## config.mk

```make
export PLATFORM = sky130hd
export DESIGN_NAME = mc_table_loader
export DESIGN_NICKNAME = d
export VERILOG_FILES = /design/src/rtl/mc_table_loader_pkg.sv /design/src/rtl/mc_table_loader_result_slot.sv /design/src/rtl/mc_table_loader.sv
export SDC_FILE = /design/constraint.sdc
export NUM_CORES = 1
export LEC_CHECK = 0
export CAP_MARGIN = 0
export CELL_PAD_IN_SITES_DETAIL_PLACEMENT = 1
export CELL_PAD_IN_SITES_GLOBAL_PLACEMENT = 2
export CORE_MARGIN = 5
export CORE_UTILIZATION = 39
export DETAILED_ROUTE_END_ITERATION = 10
export DONT_BUFFER_PORTS = 1
export PLACE_DENSITY = 0.83
export SYNTH_ARGS = -nofsm -noshare
export SYNTH_HDL_FRONTEND = slang
export SYNTH_SLANG_ARGS = --single-unit
export TNS_END_PERCENT = 20
```

## constraint.sdc

```tcl
create_clock -name CLK -period 2.2 [get_ports CLK]
set_clock_uncertainty 0.15 [all_clocks]
set_input_delay 0.55 -clock CLK [delete_from_list [all_inputs] [get_ports CLK]]
set_output_delay 0.55 -clock CLK [all_outputs]
set_load 0.01 [all_outputs]
```

## src/rtl/mc_table_loader_pkg.sv

```systemverilog
// Shared definitions for the Monte-Carlo table loader: default geometry and
// the loader FSM state encoding.
package mc_table_loader_pkg;

  localparam int defaultT         = 512;
  localparam int defaultLogT      = 9;
  localparam int defaultPathWidth = 10;
  localparam int dataW            = 18;
  localparam int defaultAccW      = dataW + defaultLogT;
  localparam int checksumW        = 24;

  typedef enum logic [2:0] {
    LOAD_SIGMA = 3'd0,
    LOAD_MU    = 3'd1,
    WAIT_SWAP  = 3'd2,
    SWAP       = 3'd3,
    START      = 3'd4
  } loaderState_t;

endpackage

```

## src/rtl/mc_table_loader_result_slot.sv

```systemverilog
// Result slot: one-entry valid/ready holding register for the core
// accumulator. A capture fills the slot; a handshake empties it.
module mc_table_loader_result_slot
  import mc_table_loader_pkg::*;
#(
  parameter int ACC_W = defaultAccW
) (
  input  logic             CLK,
  input  logic             iRstN,
  input  logic             iCapture,
  input  logic [ACC_W-1:0] iData,
  output logic [ACC_W-1:0] oData,
  output logic             oValid,
  input  logic             iReady
);

  // Fill on capture, drain one cycle after a valid/ready handshake.
  always_ff @(posedge CLK or negedge iRstN) begin
    if (!iRstN) begin
      oData  <= '0;
      oValid <= 1'b0;
    end else begin
      // NOTE: non-blocking assignments in clocked blocks, so every flop
      // samples the values present before the edge regardless of order.
      if (iCapture) begin
        oData  <= iData;
        oValid <= 1'b1;
      end else if (oValid && iReady) begin
        oValid <= 1'b0;
      end
    end
  end

endmodule

```

## src/rtl/mc_table_loader.sv

```systemverilog
// Host-side table writer and sequencer for one Monte-Carlo core.
// Writes the exp-sigma table then the mu table into the core's write bank,
// hands the bank over with oSwitch, pulses oStart, and returns the core's
// accumulator through a one-entry result slot. Loading of the next batch
// overlaps the core's run of the current one.
// Optional feature: define MC_TABLE_LOADER_CHECKSUM_EN to get a per-batch
// 24-bit modular word sum on oChecksum; otherwise oChecksum is tied to 0.
module mc_table_loader
  import mc_table_loader_pkg::*;
#(
  parameter int T         = defaultT,
  parameter int logT      = defaultLogT,
  parameter int pathWidth = defaultPathWidth,
  parameter int ACC_W     = dataW + logT
) (
  input  logic                 CLK,
  input  logic                 iRstN,
  input  logic [dataW-1:0]     iData,
  input  logic                 iValid,
  output logic                 oReady,
  output logic [pathWidth-1:0] oSigmaWriteAddress,
  output logic [dataW-1:0]     oSigmaWriteData,
  output logic                 oSigmaWE,
  output logic [logT-1:0]      oMuWriteAddress,
  output logic [dataW-1:0]     oMuWriteData,
  output logic                 oMuWE,
  output logic                 oSwitch,
  output logic                 oStart,
  input  logic [ACC_W-1:0]     iCoreAcc,
  input  logic                 iCoreDone,
  output logic [ACC_W-1:0]     oResult,
  output logic                 oResultValid,
  input  logic                 iResultReady,
  output logic [checksumW-1:0] oChecksum
);

  localparam logic [pathWidth-1:0] sigmaLast = '1;
  localparam logic [logT-1:0]      muLast    = logT'(T - 1);

  loaderState_t         state;
  logic [pathWidth-1:0] sigmaCnt;
  logic [logT-1:0]      muCnt;
  logic                 coreBusy;
  logic                 doneQ;

  logic accept;
  logic doneRise;
  logic capture;
  logic swapGo;

  // Only the two load states take words; everything else back-pressures.
  assign oReady   = (state == LOAD_SIGMA) || (state == LOAD_MU);
  assign accept   = iValid && oReady;
  assign doneRise = iCoreDone && !doneQ;
  // A done edge only means something while a batch is actually running.
  assign capture  = doneRise && coreBusy;
  // Hand over the bank only once the core is idle and its result is drained.
  assign swapGo   = (state == WAIT_SWAP) && !coreBusy && !oResultValid && !capture;

  // Sequencer: table writes, bank handover, start pulse and core-busy tracking.
  always_ff @(posedge CLK or negedge iRstN) begin
    if (!iRstN) begin
      state              <= LOAD_SIGMA;
      sigmaCnt           <= '0;
      muCnt              <= '0;
      coreBusy           <= 1'b0;
      doneQ              <= 1'b0;
      oSigmaWriteAddress <= '0;
      oSigmaWriteData    <= '0;
      oSigmaWE           <= 1'b0;
      oMuWriteAddress    <= '0;
      oMuWriteData       <= '0;
      oMuWE              <= 1'b0;
      oSwitch            <= 1'b0;
      oStart             <= 1'b0;
    end else begin
      // NOTE: strobes get a default here so they fall unless a branch below
      // re-asserts them; every branch is then free to assign only what it owns.
      oSigmaWE <= 1'b0;
      oMuWE    <= 1'b0;
      oStart   <= 1'b0;
      doneQ    <= iCoreDone;

      if (capture) begin
        coreBusy <= 1'b0;
      end

      case (state)
        LOAD_SIGMA: begin
          if (accept) begin
            oSigmaWE           <= 1'b1;
            oSigmaWriteAddress <= sigmaCnt;
            oSigmaWriteData    <= iData;
            // Power-of-two depth: the increment wraps to 0 on its own.
            sigmaCnt           <= sigmaCnt + pathWidth'(1);
            if (sigmaCnt == sigmaLast) begin
              state <= LOAD_MU;
            end
          end
        end
        LOAD_MU: begin
          if (accept) begin
            oMuWE           <= 1'b1;
            oMuWriteAddress <= muCnt;
            oMuWriteData    <= iData;
            if (muCnt == muLast) begin
              muCnt <= '0;
              state <= WAIT_SWAP;
            end else begin
              muCnt <= muCnt + logT'(1);
            end
          end
        end
        WAIT_SWAP: begin
          if (swapGo) begin
            oSwitch <= ~oSwitch;
            state   <= SWAP;
          end
        end
        SWAP: begin
          oStart   <= 1'b1;
          coreBusy <= 1'b1;
          state    <= START;
        end
        START: begin
          state <= LOAD_SIGMA;
        end
        default: begin
          state <= LOAD_SIGMA;
        end
      endcase
    end
  end

  mc_table_loader_result_slot #(
    .ACC_W (ACC_W)
  ) resultSlot (
    .CLK      (CLK),
    .iRstN    (iRstN),
    .iCapture (capture),
    .iData    (iCoreAcc),
    .oData    (oResult),
    .oValid   (oResultValid),
    .iReady   (iResultReady)
  );

`ifdef MC_TABLE_LOADER_CHECKSUM_EN
  logic [checksumW-1:0] runSum;

  // Running modular sum of the batch; published and cleared at handover.
  always_ff @(posedge CLK or negedge iRstN) begin
    if (!iRstN) begin
      runSum    <= '0;
      oChecksum <= '0;
    end else if (swapGo) begin
      oChecksum <= runSum;
      runSum    <= '0;
    end else if (accept) begin
      runSum <= runSum + checksumW'(iData);
    end
  end
`else
  assign oChecksum = '0;
`endif

endmodule

```

Word level (Yosys, flattened, before mapping)
Cells that the tools add are included.
{"block": "classes", "add_sub_neg": 2, "eq_ne": 10, "n_mux": 15, "bitwise_logic": 1, "reduce_logical": 19}
{"op": "two-way mux 3 bit", "n": 5}
{"op": "case mux 3 bit (4 select lines)", "n": 1}
{"op": "adder 10 x 1 -> 10 bit (second input constant)", "n": 1}
{"op": "== test 10 bit (second input constant)", "n": 1}
{"op": "adder 9 x 1 -> 9 bit (second input constant)", "n": 1}
{"op": "== test 9 bit (second input constant)", "n": 1}
{"op": "two-way mux 9 bit", "n": 1}
{"op": "two-way mux 1 bit", "n": 8}
{"op": "logical AND 1 bit", "n": 7}
{"op": "== test 3 x 2 -> 1 bit (second input constant)", "n": 2}
{"op": "inequality test 2 bit (second input constant)", "n": 3}
{"op": "AND reduction 2 bit", "n": 3}
{"op": "AND reduction 5 bit", "n": 1}
{"op": "logical NOT 1 bit", "n": 4}
{"op": "inequality test 2 x 1 -> 1 bit (second input constant)", "n": 2}
{"op": "nonzero test 2 bit", "n": 2}
{"op": "== test 3 x 1 -> 1 bit (second input constant)", "n": 1}
{"op": "logical NOT 3 bit", "n": 1}
{"op": "logical OR 1 bit", "n": 1}
{"op": "inverter 1 bit", "n": 1}
{"block": "word_totals", "ff_bits": 111, "out_inout_bits": 112}

Depth between registers and ports, before layout
Gate-level depths: netlist of the first run.
{"block": "logic_depth", "depth_word": 7, "depth_mapped": 7, "ltp_nobuf": 7}

Modules after synthesis
From an unflattened synthesis of the first run, not the netlist that was laid out.
{"block": "hier_totals", "cells_unflattened": 380, "hier_area_um2": 4629.4}
{"mod": "mc_table_loader", "instances": 1, "cells_per_inst": 320, "area_each_um2": 3490.8}
{"mod": "mc_table_loader_result_slot", "instances": 1, "cells_per_inst": 60, "area_each_um2": 1138.6}

Least setup slack after synthesis of the first run
Ideal clock, no wire load.
{"block": "synth_path", "path_type": "input -> register", "start": "in iCoreDone", "end": "reg resultSlot.oData[10]", "setup_ns": 0.125, "arrival_time_ns": 1.530, "setup_slack_ns": 0.395, "cell_stages": 4, "n_path_buf": 2, "cell_sequence": "nand3b_1 clkbuf_1 buf_2 mux2_2"}
{"block": "synth_via", "elab_chain_len": 2}
{"item": "from (decl)", "line": "mc_table_loader.sv:30", "text": "input logic iCoreDone,"}
{"item": "logical AND 1 bit", "line": "mc_table_loader.sv:54", "text": "assign doneRise = iCoreDone && !doneQ;"}
{"item": "logical AND 1 bit", "line": "mc_table_loader.sv:56", "text": "assign capture = doneRise && coreBusy;"}
{"item": "to (signal assigned)", "line": "mc_table_loader_result_slot.sv:26", "text": "oData <= iData;"}
{"item": "to (decl)", "line": "mc_table_loader_result_slot.sv:12", "text": "output logic [ACC_W-1:0] oData,"}
No other way between the ends.
A chain may end at the register's enable or synchronous reset.

Worst setup path in the final report of the first run
{"block": "layout_path", "start": "reg state[2]", "end": "reg sigmaCnt[9]"}
{"block": "layout_via", "elab_chain_len": 4, "word_cells_on_any_way": 5, "cone_classes": "eq/ne (1); reduce/logical (4)"}
{"item": "from (decl)", "line": "mc_table_loader.sv:40", "text": "loaderState_t state;"}
{"item": "from (signal assigned)", "line": "mc_table_loader.sv:63", "text": "state <= LOAD_SIGMA;"}
{"item": "from (signal assigned)", "line": "mc_table_loader.sv:97", "text": "state <= LOAD_MU;"}
{"item": "from (signal assigned)", "line": "mc_table_loader.sv:108", "text": "state <= WAIT_SWAP;"}
{"item": "== test 3 x 1 -> 1 bit / logical NOT 3 bit (equally long branches)", "line": "mc_table_loader.sv:52, mc_table_loader.sv:88"}
{"item": "logical OR 1 bit", "line": "mc_table_loader.sv:52", "text": "assign oReady = (state == LOAD_SIGMA) || (state == LOAD_MU);"}
{"item": "logical AND 1 bit", "line": "mc_table_loader.sv:53", "text": "assign accept = iValid && oReady;"}
{"item": "AND reduction 2 bit (no line) *"}
{"item": "to (signal assigned)", "line": "mc_table_loader.sv:95", "text": "sigmaCnt <= sigmaCnt + pathWidth'(1);"}
{"item": "to (decl)", "line": "mc_table_loader.sv:41", "text": "logic [pathWidth-1:0] sigmaCnt;"}
Every way passes the cells marked *; elsewhere a longest branch is shown, timed or not.

==> results.md, run 1 <==
Run status:
- The flow ran to the end, but the final reports show violations.
- The checks that failed: hold timing.

Finish:
- The repair_antennas step left the layout with diodes totalling 0.
- The number of nets in the layout is 434.
- The growth of design area from synthesis to finish is 8.09%.
- The share of cells above drive strength 1 is 20.5%.
- The number of fill cells is 1,227.
- The finished cells cover 0.00490 mm2.
- The count of non-filler cells in the finished layout is 529.

Global routing:
- The first global-routing pass estimated 15.5 mm of wire.
- The total congestion overflow is 0.
- The initial antenna violation count is 0.
- The via count of the first global-routing pass is 2,841.
- Entering global routing, the biggest net connects 112 pins.
- The global router's overall resource usage is 13.9%.

Synthesis:
- The area share of the largest cell type after synthesis is 61.3%.
- After synthesis, flip-flops and latches occupy 61.3% of the total area.
- The number of distinct library cell variants in the gate-level netlist after synthesis is 35.
- Sorting the synthesized cells by area gives the leading types as dfrtp_1 61%, mux2_2 13%, nand2_1 7.7%.
- The most repeated cell in the gate-level netlist after synthesis is dfrtp_1.
- After synthesis the netlist holds a flip-flop and latch count of 111.
- In the synthesized netlist, the cells that appear most often are 111 x dfrtp_1, 93 x nand2_1, 54 x mux2_2.
- The number of synthesis warnings is 0.
- The synthesized netlist occupies a cell area of 0.00453 mm2.
- The dominant synthesized flop cell is dfrtp_1.
- Each instance of the synthesized netlist takes up on average 12.0 um2.
- Of all cell types, the one taking the most synthesized area is dfrtp_1.
- In this run, synthesis inferred 0 flip-flops with an integrated enable.
- The async set or reset register ratio after synthesis is 100%.
- The cell count after synthesis came out at 379.

Clocking:
- The maximum number of buffers from clock root to sink is 2.
- The number of setup buffers added after CTS is 0.
- CTS saw 111 sinks.
- The clock tree synthesis step divided the H-tree into 3 levels.
- Counting the buffers created by CTS gives 9.
- The clock reaches the later pin of the worst-skew pair after 0.34 ns.
- Clock tree synthesis selected as its root buffer the cell clkbuf_16.
- Once the clock tree was built, the resizer swapped 0 gates to a different size.
- The clock input transition at the sequential cells of the worst setup and hold paths is 0.07 ns.
- TritonCTS built the clock tree.

Flow run:
- The max-cap violation count is 0.

Power and ir drop:
- The switching power share of the total is 26.1%.
- The worst-case IR drop observed on VDD is 419 uV.
- Combinational logic burns 7.1% of the power.
- The power dissipated by switching net loads is 1180 uW.
- Per report_power, the clock group accounts for 35.6% of the total.
- Internal power comes to 3330 uW.
- In this run the power density over the cells is 920 mW/mm2.
- The standby leakage power is 0.00242 uW.
- Of the total power, registers draw 57.3%.

Timing:
- The number of hold-slack violations in the final timing report was 111.
- Summed over all failing endpoints, the final setup total negative slack is 0 ns.
- Setup repair after global routing left no endpoint under its margin.
- Dividing the final minimum period by the clock period gives 88.8%.
- The final period demand of the worst path is 1.95 ns.
- The smallest hold slack is -0.251 ns.
- The number of pins exceeding their max-slew limit in the final report is 0.
- Setup violations remaining at the end of the flow were counted as 0.
- Based on the critical path, the design can be clocked at up to 512 MHz.
- After layout, the worst setup slack is 0.246 ns.

Worst setup path:
- The cell family contributing the most delay on the critical path is simple AND/OR/NAND/NOR gates.
- STA classifies the critical path startpoint as a flop.
- The largest individual stage delay along the critical path comes from the cell or4b_1.
- The arrival time reported for the critical path endpoint is 2.08 ns.
- Traced cell by cell, the critical path runs through or4b_1, buf_4, nor4_4, xor2_1.
- The category of the most critical setup path is reg2reg.
- The number of buffer and inverter stages on the critical path is 1.
- The delay contributed by the slowest stage of the critical path is 0.61 ns.
- The number of cells on the worst reg-to-reg path is 4.
- The required time reported for the critical path endpoint is 2.32 ns.
- The capturing element type of the critical path is a flop.
- The maximum fanout count along the critical path is 15.
- In this run the number of cells on the critical path is 4.

Floorplan:
- For this design the top-level I/O count stands at 162.
- In this run the standard cell core region covers 0.0114 mm2.
- The die is 118 um wide.
- For this configuration, the core starts out at a cell density of 39.7%.
- The floorplan has 39 rows.
- The die covers 0.0139 mm2.
- The vertical die dimension is 118 um.

Route:
- The routed design has 9.49 mm of wire.
- The average wire per cell in the routed design is 17.9 um.
- Once detail routing completed, the nets flagged for antenna violations numbered 0.
- Using the TritonRoute via totals, the vias-per-cell ratio works out to 4.96.
- In this run, the number of DRC markers left after iteration 0 of detailed routing was 98.
- For this run, design rule violations remaining after detail routing come to 0.
- The first-pass detailed-route iteration total is 4.
- The total via count after detailed routing is 2,623.

Placed design:
- Detailed placement ended at an HPWL of 6.92 mm.
- Counting tap cells, the placed design contains a total of 513 instances.
- At the placement stage, the worst setup path has a slack of 0.211 ns.
- The count of buffers from port buffering is 0.
- In this run the cell area measured after placement is 0.00461 mm2.
- The global placer's final weighted congestion is 0.766.

Worst hold path:
- The worst hold path belongs to the class in2async.
state kept, by name, summed over array words and instances (netlist names):
name,flops
sigmaCnt,10
state,3
resultSlot.oValid,1
oSwitch,1
oMuWriteAddress,9
resultSlot.oData,27
oSigmaWriteData,18
muCnt,9
doneQ,1
oMuWE,1
oMuWriteData,18
coreBusy,1
oSigmaWE,1
oStart,1
oSigmaWriteAddress,10
through the flow:
step / hold WS [ns] / util (%) / power [uW]
2_1_floorplan: 0.104 / - / 2860
3_3_place_gp: 0.107 / 40.3 / 2930
3_5_place_dp: 0.108 / 40.3 / 2960
4_1_cts: -0.272 / 42.9 / 4590
5_1_grt: -0.280 / 42.9 / 4740
6_report: -0.251 / 42.9 / 4510
cell usage in the layout (no fill, tap or decap), types with 3 or more instances in the layout:
cell	n
nand3_1	6
conb_1	24
o31ai_1	3
nand2_1	93
buf_4	6
or4_1	4
nand4_1	5
clkbuf_16	9
inv_1	8
a21oi_1	5
nor2_1	5
mux2_2	54
nor3_1	4
o21ai_0	10
xor2_1	3
ha_1	3
dfrtp_1	111
xnor2_1	7
path summary, 6_finish.rpt:
check / start / end / slack (ns)
max: state[2] / sigmaCnt[9] / 0.25
min reg2reg: sigmaCnt[9] / sigmaCnt[9] / 0.36
min in group CLK: iCoreDone / doneQ / 0.08
min: iRstN / oMuWriteData[7] / -0.25
max in group asynchronous: iRstN / resultSlot.oData[15] / 1.99
max reg2reg: state[2] / sigmaCnt[9] / 0.25
power groups by stage:
stage | sequential (uW) | combinational, uW | clock [uW]
2_1_floorplan | 2550 | 308 | 0
3_3_place_gp | 2620 | 306 | 0
3_5_place_dp | 2630 | 329 | 0
4_1_cts | 2590 | 331 | 1670
5_1_grt | 2620 | 375 | 1750
6_report | 2580 | 321 | 1610
cells by family (layout without fill, tap and decap cells):
group / count (synthesis) / count (layout) / share of synthesized area [%]
multiplexers: 55 / 55 / 13.6
AO/OA/AOI/OAI: 22 / 22 / 2.82
XOR/XNOR: 10 / 10 / 1.93
buffers and inverters: 48 / 32 / 6.49
adder cells (fa/ha/maj): 3 / 3 / 0.828
AND/OR/NAND/NOR: 129 / 129 / 12.9
flip-flops: 111 / 111 / 61.3
other: 1 / 24 / 0.0827
layer usage:
layer / share of wire [%] / up-vias / track usage, %
li1: - / 1220 / -
met1: 37 / 1326 / 15.4
met2: 56 / 60 / 25.0
met3: 3.7 / 17 / 3.03
met4: 2.6 / 0 / 7.10
met5: 0 / - / 0
cell type report:
class	instances	area (um2)	share of cell area, %
repair buffers	7	65.1	1.33
well taps	143	179	3.65
flip-flops and latches	111	2780	56.7
multi-input cells	243	1550	31.7
clock inverters	5	58.8	1.20
inverters	9	33.8	0.690
clock buffers	11	233	4.75
(Power assumes the default switching activity.)
==> run 2: changes to the inputs <==
--- a/config.mk
+++ b/config.mk
@@ -12,6 +12,7 @@
 export CORE_UTILIZATION = 39
 export DETAILED_ROUTE_END_ITERATION = 10
 export DONT_BUFFER_PORTS = 1
+export GPL_ROUTABILITY_DRIVEN = 0
 export PLACE_DENSITY = 0.83
 export SYNTH_ARGS = -nofsm -noshare
 export SYNTH_HDL_FRONTEND = slang
==> results of run 2 <==
Same layout as run 1: the final DEF is identical, and so are final timing and power.
